### config.mk
export PLATFORM = sky130hd
export DESIGN_NAME = wts_ram_arbiter
export DESIGN_NICKNAME = d
export VERILOG_FILES = /design/src/rtl/wts_ram_arbiter.sv
export SDC_FILE = /design/constraint.sdc
export NUM_CORES = 1
export LEC_CHECK = 0
export CORE_UTILIZATION = 40
export CTS_BUF_LIST = sky130_fd_sc_hd__clkbuf_8
export CTS_CLUSTER_DIAMETER = 30
export DETAILED_ROUTE_END_ITERATION = 7
export GPL_TIMING_DRIVEN = 0
export PLACE_DENSITY = 0.82
export REMOVE_ABC_BUFFERS = 1
export SYNTH_ARGS = -nofsm -noshare
export SYNTH_HDL_FRONTEND = slang
export SYNTH_SLANG_ARGS = --single-unit
### constraint.sdc
create_clock -name clk -period 5.2 [get_ports clk]
set_clock_uncertainty 0.1 [all_clocks]
set_input_delay 1.04 -clock clk [delete_from_list [all_inputs] [get_ports clk]]
set_output_delay 1.04 -clock clk [all_outputs]
set_load 0.02 [all_outputs]
### src/rtl/wts_ram_arbiter.sv
// Wave-table RAM arbiter: serialises CPU and five channel fetches onto one single-port RAM.
// Build option: define WTS_CPU_PRIORITY_EN to let the CPU pre-empt the channel rotation.
module wts_ram_arbiter #(
  parameter int RAM_WORDS = 640
) (
  input  logic        clk,
  input  logic        nreset,
  input  logic        cpu_req,
  input  logic        cpu_we,
  input  logic [9:0]  cpu_a,
  input  logic [7:0]  cpu_d,
  output logic        cpu_ack,
  output logic [7:0]  cpu_q,
  input  logic [4:0]  ch_req,
  input  logic [34:0] ch_addr,
  output logic [4:0]  ch_ack,
  output logic [7:0]  ch_q,
  output logic        sram_we,
  output logic [9:0]  sram_a,
  output logic [7:0]  sram_d,
  input  logic [7:0]  sram_q
);

  typedef enum logic [1:0] {IDLE, ACCESS, READ, DONE} state_t;

  localparam logic [2:0]  CPU_ID     = 3'd5;
  localparam logic [10:0] WORD_LIMIT = 11'(RAM_WORDS);

  state_t     state;
  logic [2:0] rr;
  logic [2:0] win_id;
  logic       win_we;
  logic       win_oor;

  logic       grant_valid;
  logic [2:0] grant_id;
  logic [6:0] grant_off;
  logic [3:0] cand;
  logic       cpu_in_range;
  logic [5:0] req_vec;

  assign req_vec      = {cpu_req, ch_req};
  assign cpu_in_range = {1'b0, cpu_a} < WORD_LIMIT;

  // NOTE: combinational logic uses blocking '=' and gives every target a default first, so no latch is inferred.
  always_comb begin
    grant_valid = 1'b0;
    grant_id    = '0;
    cand        = '0;
`ifdef WTS_CPU_PRIORITY_EN
    if (cpu_req) begin
      grant_valid = 1'b1;
      grant_id    = CPU_ID;
    end
    for (int i = 0; i < 5; i++) begin
      cand = {1'b0, rr} + 4'(i);
      if (cand >= 4'd5) cand = cand - 4'd5;
      if (!grant_valid && req_vec[cand[2:0]]) begin
        grant_valid = 1'b1;
        grant_id    = cand[2:0];
      end
    end
`else
    for (int i = 0; i < 6; i++) begin
      cand = {1'b0, rr} + 4'(i);
      if (cand >= 4'd6) cand = cand - 4'd6;
      if (!grant_valid && req_vec[cand[2:0]]) begin
        grant_valid = 1'b1;
        grant_id    = cand[2:0];
      end
    end
`endif
  end

  // Wave offset of the winning channel; its page number forms the upper address bits.
  always_comb begin
    grant_off = '0;
    for (int n = 0; n < 5; n++) begin
      if (grant_id == 3'(n)) grant_off = ch_addr[7*n +: 7];
    end
  end

  // NOTE: sequential state uses non-blocking '<=' so every flop samples pre-edge values.
  always_ff @(posedge clk or negedge nreset) begin
    if (!nreset) begin
      state   <= IDLE;
      rr      <= '0;
      win_id  <= '0;
      win_we  <= 1'b0;
      win_oor <= 1'b0;
      cpu_ack <= 1'b0;
      cpu_q   <= '0;
      ch_ack  <= '0;
      ch_q    <= '0;
      sram_we <= 1'b0;
      sram_a  <= '0;
      sram_d  <= '0;
    end else begin
      case (state)
        IDLE: begin
          if (grant_valid) begin
            state  <= ACCESS;
            win_id <= grant_id;
            if (grant_id == CPU_ID) begin
              sram_a  <= cpu_a;
              sram_d  <= cpu_d;
              win_we  <= cpu_we;
              win_oor <= !cpu_in_range;
              sram_we <= cpu_we && cpu_in_range;
            end else begin
              sram_a  <= {grant_id, grant_off};
              sram_d  <= '0;
              win_we  <= 1'b0;
              win_oor <= 1'b0;
            end
`ifdef WTS_CPU_PRIORITY_EN
            if (grant_id != CPU_ID) rr <= (grant_id == 3'd4) ? 3'd0 : grant_id + 3'd1;
`else
            rr <= (grant_id == CPU_ID) ? 3'd0 : grant_id + 3'd1;
`endif
          end
        end
        ACCESS: begin
          sram_we <= 1'b0;
          state   <= READ;
        end
        READ: begin
          state <= DONE;
          if (win_id == CPU_ID) begin
            cpu_ack <= 1'b1;
            // A write completion leaves the last read value on cpu_q.
            if (!win_we) cpu_q <= win_oor ? 8'hFF : sram_q;
          end else begin
            ch_ack <= 5'd1 << win_id;
            ch_q   <= sram_q;
          end
        end
        DONE: begin
          cpu_ack <= 1'b0;
          ch_ack  <= '0;
          state   <= IDLE;
        end
        default: state <= IDLE;
      endcase
    end
  end

endmodule

==> flow_metrics.py <==
metrics = {
    "run_status": {
        "status": "complete, no violations",
    },
    "setup_path": {
        "path_class": "primary input to flip-flop",
        "cp_cell_sequence": "clkdlybuf4s50_1 -> mux2_2 -> or3_1 -> a31oi_2 -> nand3_1 -> a2111oi_2 -> a211oi_1 -> nor2_2 -> nor2_1 -> ha_1 -> inv_1 -> o221ai_1 -> o211ai_1 -> nand2_1",
        "path_max_fanout": 14,
        "end_kind": "flip-flop",
        "slowest_stage": "clkdlybuf4s50_1",
        "slowest_delay_ns": 0.49,
        "worstPathArrival_ns": 4.96,
        "crit_path_start_kind": "primary input",
        "required_ns": 5.29,
    },
    "global_route": {
        "antenna_found_initial": 0,
        "grtUsageTotal_pct": 20.0,
        "grt_pass1_vias": 3383,
        "grt_pass1_wl_mm": 15.9,
        "grt_overflow": 0,
        "grt_max_degree": 41,
    },
    "logic_synthesis": {
        "ys_seq_elements": 51,
        "yosys.area.top_type": "dfrtp_1",
        "synth_area_um2": 3640,
        "synth_common_cells": "nand2_1, dfrtp_1, nor2_1",
        "synthArstFlopShare_pct": 100,
        "yosysWarnings": 0,
        "yosys.area.top_type_share_pct": 35.0,
        "synth_edf_count": 0,
        "synthCells": 420,
        "synth_area_per_cell_um2": 8.68,
        "synthMostInstantiatedCell": "nand2_1",
        "synthFlopType": "dfrtp_1",
        "yosys-top-cells-area": "dfrtp_1, nand2_1, ha_1",
        "synth_cell_type_count": 65,
        "synth-seq-area-share_pct": 35.0,
    },
    "timing": {
        "drv_slew": 0,
        "timing_hold_violations_final": 0,
        "finalSetupViolations": 0,
        "finalSetupTns_ns": 0,
        "rsz0062_at_grt": "false",
        "worstMarginPinSlew_ns": 1.19,
        "fmax_ghz": 0.206,
        "min_period_ns": 4.87,
        "fin_crit_sh_pct": 93.6,
        "slew_headroom_pct": 20.5,
    },
    "place": {
        "place_hpwl_mm": 7.30,
        "io_buffers": 110,
        "globalplace.congestion": 0.939,
    },
    "clocking": {
        "holdBufCountCts": 0,
        "clkLatencyLatePin_ns": 0.31,
        "numCtsBuffers": 5,
        "path_clk_slew_ns": 0.09,
        "clock-sinks": 51,
        "cts-root-buf": "clkbuf_8",
        "post-cts-setup-buffers": 0,
        "cts_tree": "done",
        "cts_max_level": 2,
        "cts.path.max_buffers": 2,
    },
    "drt": {
        "dr_total_vias": 3531,
        "postRouteAntennaNets": 0,
        "drt_wl_total_mm": 9.63,
        "vias_per_cell": 5.68,
        "wl_per_cell_um": 15.5,
        "drt-initial-drc-count": 174,
        "drc": 0,
        "drt_pass1_iterations": 5,
    },
    "die": {
        "fp-row-count": 34,
        "dieArea_um2": 9500,
        "top_level_ports": 111,
        "die_height_um": 97.5,
        "initial_core_util_pct": 41.6,
        "die_w_um": 97.5,
        "core_um2": 8760,
    },
    "layout": {
        "drive_above_1_share_pct": 8.37,
        "antennaDiodeCount": 0,
        "areaGrowthSynthToFinish_pct": 34.8,
        "multi_input_area_um2": 2230,
        "fillers": 774,
        "seq_area_um2": 1280,
        "final_util_pct": 56.1,
        "layout.nets": 598,
    },
    "flow_run": {
        "maxCapViolCount": 0,
    },
    "hold_path": {
        "min_path_type": "flip-flop to flip-flop",
    },
}
-- routing by layer --
| metal | vias up | part of all wire, % | global-route usage [%] |
|---|---|---|---|
| met5 | - | 0 | 0 |
| met4 | 0 | 2.1 | 7.13 |
| met3 | 21 | 7.0 | 4.46 |
| met2 | 131 | 47 | 32.6 |
| met1 | 1658 | 44 | 26.1 |
| li1 | 1721 | - | - |
-- cells in the final DEF (no fill, tap or decap), types with 3 or more instances in the layout --
master | netlist | routed
nand2_1 | 53 | 53
nor4_1 | 3 | 3
clkdlybuf4s50_1 | 0 | 109
dfrtp_1 | 51 | 50
a21boi_0 | 8 | 8
mux2i_1 | 11 | 11
a22oi_1 | 8 | 8
a31oi_1 | 6 | 6
o31ai_1 | 4 | 4
o211ai_1 | 11 | 11
a21oi_1 | 17 | 17
clkbuf_8 | 0 | 6
nor2_1 | 41 | 40
mux2_2 | 14 | 14
ha_1 | 15 | 15
o221ai_1 | 7 | 7
nand2b_1 | 5 | 5
xnor2_1 | 3 | 3
inv_1 | 8 | 8
o21ai_1 | 6 | 5
o21ai_0 | 27 | 27
nor2b_1 | 5 | 5
nand4_1 | 5 | 5
nor3_1 | 4 | 4
nand3_1 | 31 | 31
-- layout make-up --
| class | count | area share (%) |
|---|---|---|
| multi-input combinational | 335 | 45.3 |
| timing repair buffer | 112 | 22.9 |
| clock inverter | 2 | 0.789 |
| tap | 108 | 2.75 |
| sequential | 51 | 26.0 |
| inverter | 8 | 0.611 |
| clock buffer | 6 | 1.68 |
-- worst paths after layout --
path                       slack, ns        end  cells after the start       from
setup / recovery                0.33  sram_a[0]                     14  ch_req[0]
hold / removal                  0.39  sram_a[7]                      2  sram_a[7]
setup reg to reg                0.48  sram_a[0]                     14      rr[0]
hold reg to reg                 0.39  sram_a[7]                      2  sram_a[7]
max in group asynchronous       3.95  sram_a[3]                      2     nreset
min in group asynchronous       0.53  ch_ack[1]                      1     nreset
-- logic make-up (layout without fill, tap and decap cells) --
family / Yosys count / after routing / synth area share [%]
compound gates: 118 / 118 / 22.8
xor+xnor: 5 / 5 / 1.20
buf+inv: 34 / 128 / 4.39
flops: 51 / 51 / 35.0
mux: 26 / 26 / 8.07
simple gates: 171 / 171 / 23.3
fa+ha+maj: 15 / 15 / 5.15
-- sequential cells by signal (all words and copies together) (netlist names), 2 cells and up --
signal  flops
win_id      3
cpu_q       8
ch_q        8
ch_ack      5
state       2
sram_d      8
sram_a     10
rr          3
-- stage by stage --
| step | worst slack, ns | instances | instance area (µm²) | hold slack, ns |
|---|---|---|---|---|
| 4_1_cts | 0.163 | 622 | 4910 | 0.401 |
| 5_1_grt | 0.0136 | 622 | 4910 | 0.430 |
| 3_5_place_dp | -0.159 | 614 | 4780 | 0.378 |
| 2_1_floorplan | 0.284 | 394 | 3510 | 0.351 |
| 3_3_place_gp | -0.954 | 612 | 4750 | 0.365 |
| 6_report | 0.335 | 622 | 4910 | 0.393 |
-- what timing repair did --
| item | 4_1_cts | 5_1_grt |
|---|---|---|
| endpoints found under the hold margin | 0 | 0 |
| resized for setup | 1 | 1 |
| endpoints found under the setup margin | 1 | 7 |
-- worst max-delay path, delay by kind of cell --
kind,cells,cell delay [ns]
buffers and inverters,2,0.82
adders and majority gates,1,0.19
muxes,1,0.31
AOI/OAI and AO/OA,5,1.35
and+or+nand+nor,5,1.23
Power is not shown: default switching activity piles up to over one toggle a cycle in this logic, so the estimate is an artifact.
==> RTL edit, RTL diff (config.mk and constraints unchanged) <==
The 4 states of `state_t` get a one-hot encoding in 4 bits.
--- a/src/rtl/wts_ram_arbiter.sv
+++ b/src/rtl/wts_ram_arbiter.sv
@@ -21,7 +21,7 @@
   input  logic [7:0]  sram_q
 );
 
-  typedef enum logic [1:0] {IDLE, ACCESS, READ, DONE} state_t;
+  typedef enum logic [3:0] {IDLE = 4'b0001, ACCESS = 4'b0010, READ = 4'b0100, DONE = 4'b1000} state_t;
 
   localparam logic [2:0]  CPU_ID     = 3'd5;
   localparam logic [10:0] WORD_LIMIT = 11'(RAM_WORDS);
Behaviour: no difference found for any inputs over 4 cycles, from zero or initial values and one cycle with nreset low; so few cycles prove little.
==> RTL edit against the unedited design <==
Final area shrank 2.1%. Largest cell class unchanged. Count of clock-buffer cells in the layout down 1. Non-clock buffer count up 1. Sequential cell count is 2 higher. Global-route usage grew 2.0 points. Area after synthesis down 3.8%. Utilization increased by 1.6 points. Cell count fell by 7.6%. Routed wire length increased by 0.59%. Critical endpoint is now sram_a[3]$_DFFE_PN0P_. Maximum frequency is 0.60% higher. Setup slack better by 0.029 ns.
==> RTL edit: results (changes against the unedited design) <==
Hold Path Stages = 1 (-1)
slowest CP cell = dfrtp_2
cells after synthesis = 367 (-13%)
total wire length = 9.687 mm (+0.59%)
R2R Setup Slk = 0.36 ns (-0.12 ns)
largest net degree at the start of global routing = 32 (-22%)
status = complete, no violations
Total Nets Final = 547 (-8.5%)
Synth cell types = 79 (+22%)
synth-to-layout area growth = 37.17%
WHS Endpoint = sram_a[8]$_DFFE_PN0P_
initial DRC count = 207 (+19%)
crit path max fanout = 24 (+10)
DP Worst Slack = -0.1065 ns (+0.05253 ns)
post-placement cell count = 566 (-7.8%)
Hold Startpoint = sram_a[8]$_DFFE_PN0P_
met3 Use GR = 4.625% (+0.16 points)
vias in the first global route = 3338 (-1.3%)
met3 wire length = 737 µm (+9.8%)
first-pass GRT wire length = 15.87 mm (about the same)
fill count = 753 (-2.7%)
Metal-1 WL = 3.850 mm (-8.8%)
worst slew pin tran = 1.075 ns (-0.1151 ns)
most frequent cells after synthesis = dfrtp_1 (52), nand2_1 (35), nor2_1 (34), inv_1 (21), a21oi_1 (20)
top cells by area, synth = dfrtp_1 (37%), mux2i_1 (5.1%), nand2_1 (3.7%)
fin crit share = 93.01% (-0.55 points)
Seq/Total Area, Yosys = 37.85% (+2.8 points)
slowest stage delay, CP = 0.73 ns (+0.24 ns)
#FFs+latches synth = 53 (+3.9%)
gpl congestion = 0.8623 (-8.1%)
R2R Path End = sram_a[3]$_DFFE_PN0P_
Critical Path AT = 4.95 ns (about the same)
RTL edit: changes by cell type in the layout (fill, tap and decap cells not counted), moves of 10 or more:
cell	unedited run	this run
nand2_1	53	35
nand3_1	31	4
o21ai_0	27	6
a22o_1	1	11
inv_1	8	21
RTL edit: how the worst max path moves through the flow:
| stage | start | to | slack, ns | cells past startpoint |
|---|---|---|---|---|
| floorplan | rr[0]$_DFFE_PN0P_ | sram_d[0]$_DFFE_PN0P_ | 0.43 | 11 |
| global placement | rr[0]$_DFFE_PN0P_ | sram_d[7]$_DFFE_PN0P_ | -0.70 | 11 |
| detailed placement | rr[0]$_DFFE_PN0P_ | sram_a[3]$_DFFE_PN0P_ | -0.11 | 14 |
| CTS | rr[0]$_DFFE_PN0P_ | sram_a[3]$_DFFE_PN0P_ | 0.21 | 14 |
| global route | rr[0]$_DFFE_PN0P_ | sram_a[3]$_DFFE_PN0P_ | 0.03 | 14 |
| finish | rr[0]$_DFFE_PN0P_ | sram_a[3]$_DFFE_PN0P_ | 0.36 | 14 |
RTL edit: kinds of logic (layout without fill, tap and decap cells):
group / after synthesis / after routing / synth area share (%)
and+or+nand+nor: 119 / 120 / 17.70
AOI/OAI and AO/OA: 110 / 110 / 25.15
DFF: 53 / 53 / 37.85
buffers and inverters: 42 / 144 / 5.280
muxes: 30 / 30 / 9.704
adders and majority gates: 8 / 8 / 2.854
xor gates and xnor gates: 5 / 5 / 1.463
RTL edit: final cells by class:
class	count	area share, %
Sequential cell	53	27.62
Timing Repair Buffer	113	23.82
Tap cell	105	2.731
Inverter	23	1.795
Clock buffer	5	1.430
Clock inverter	3	0.9103
Multi-Input combinational cell	273	41.69
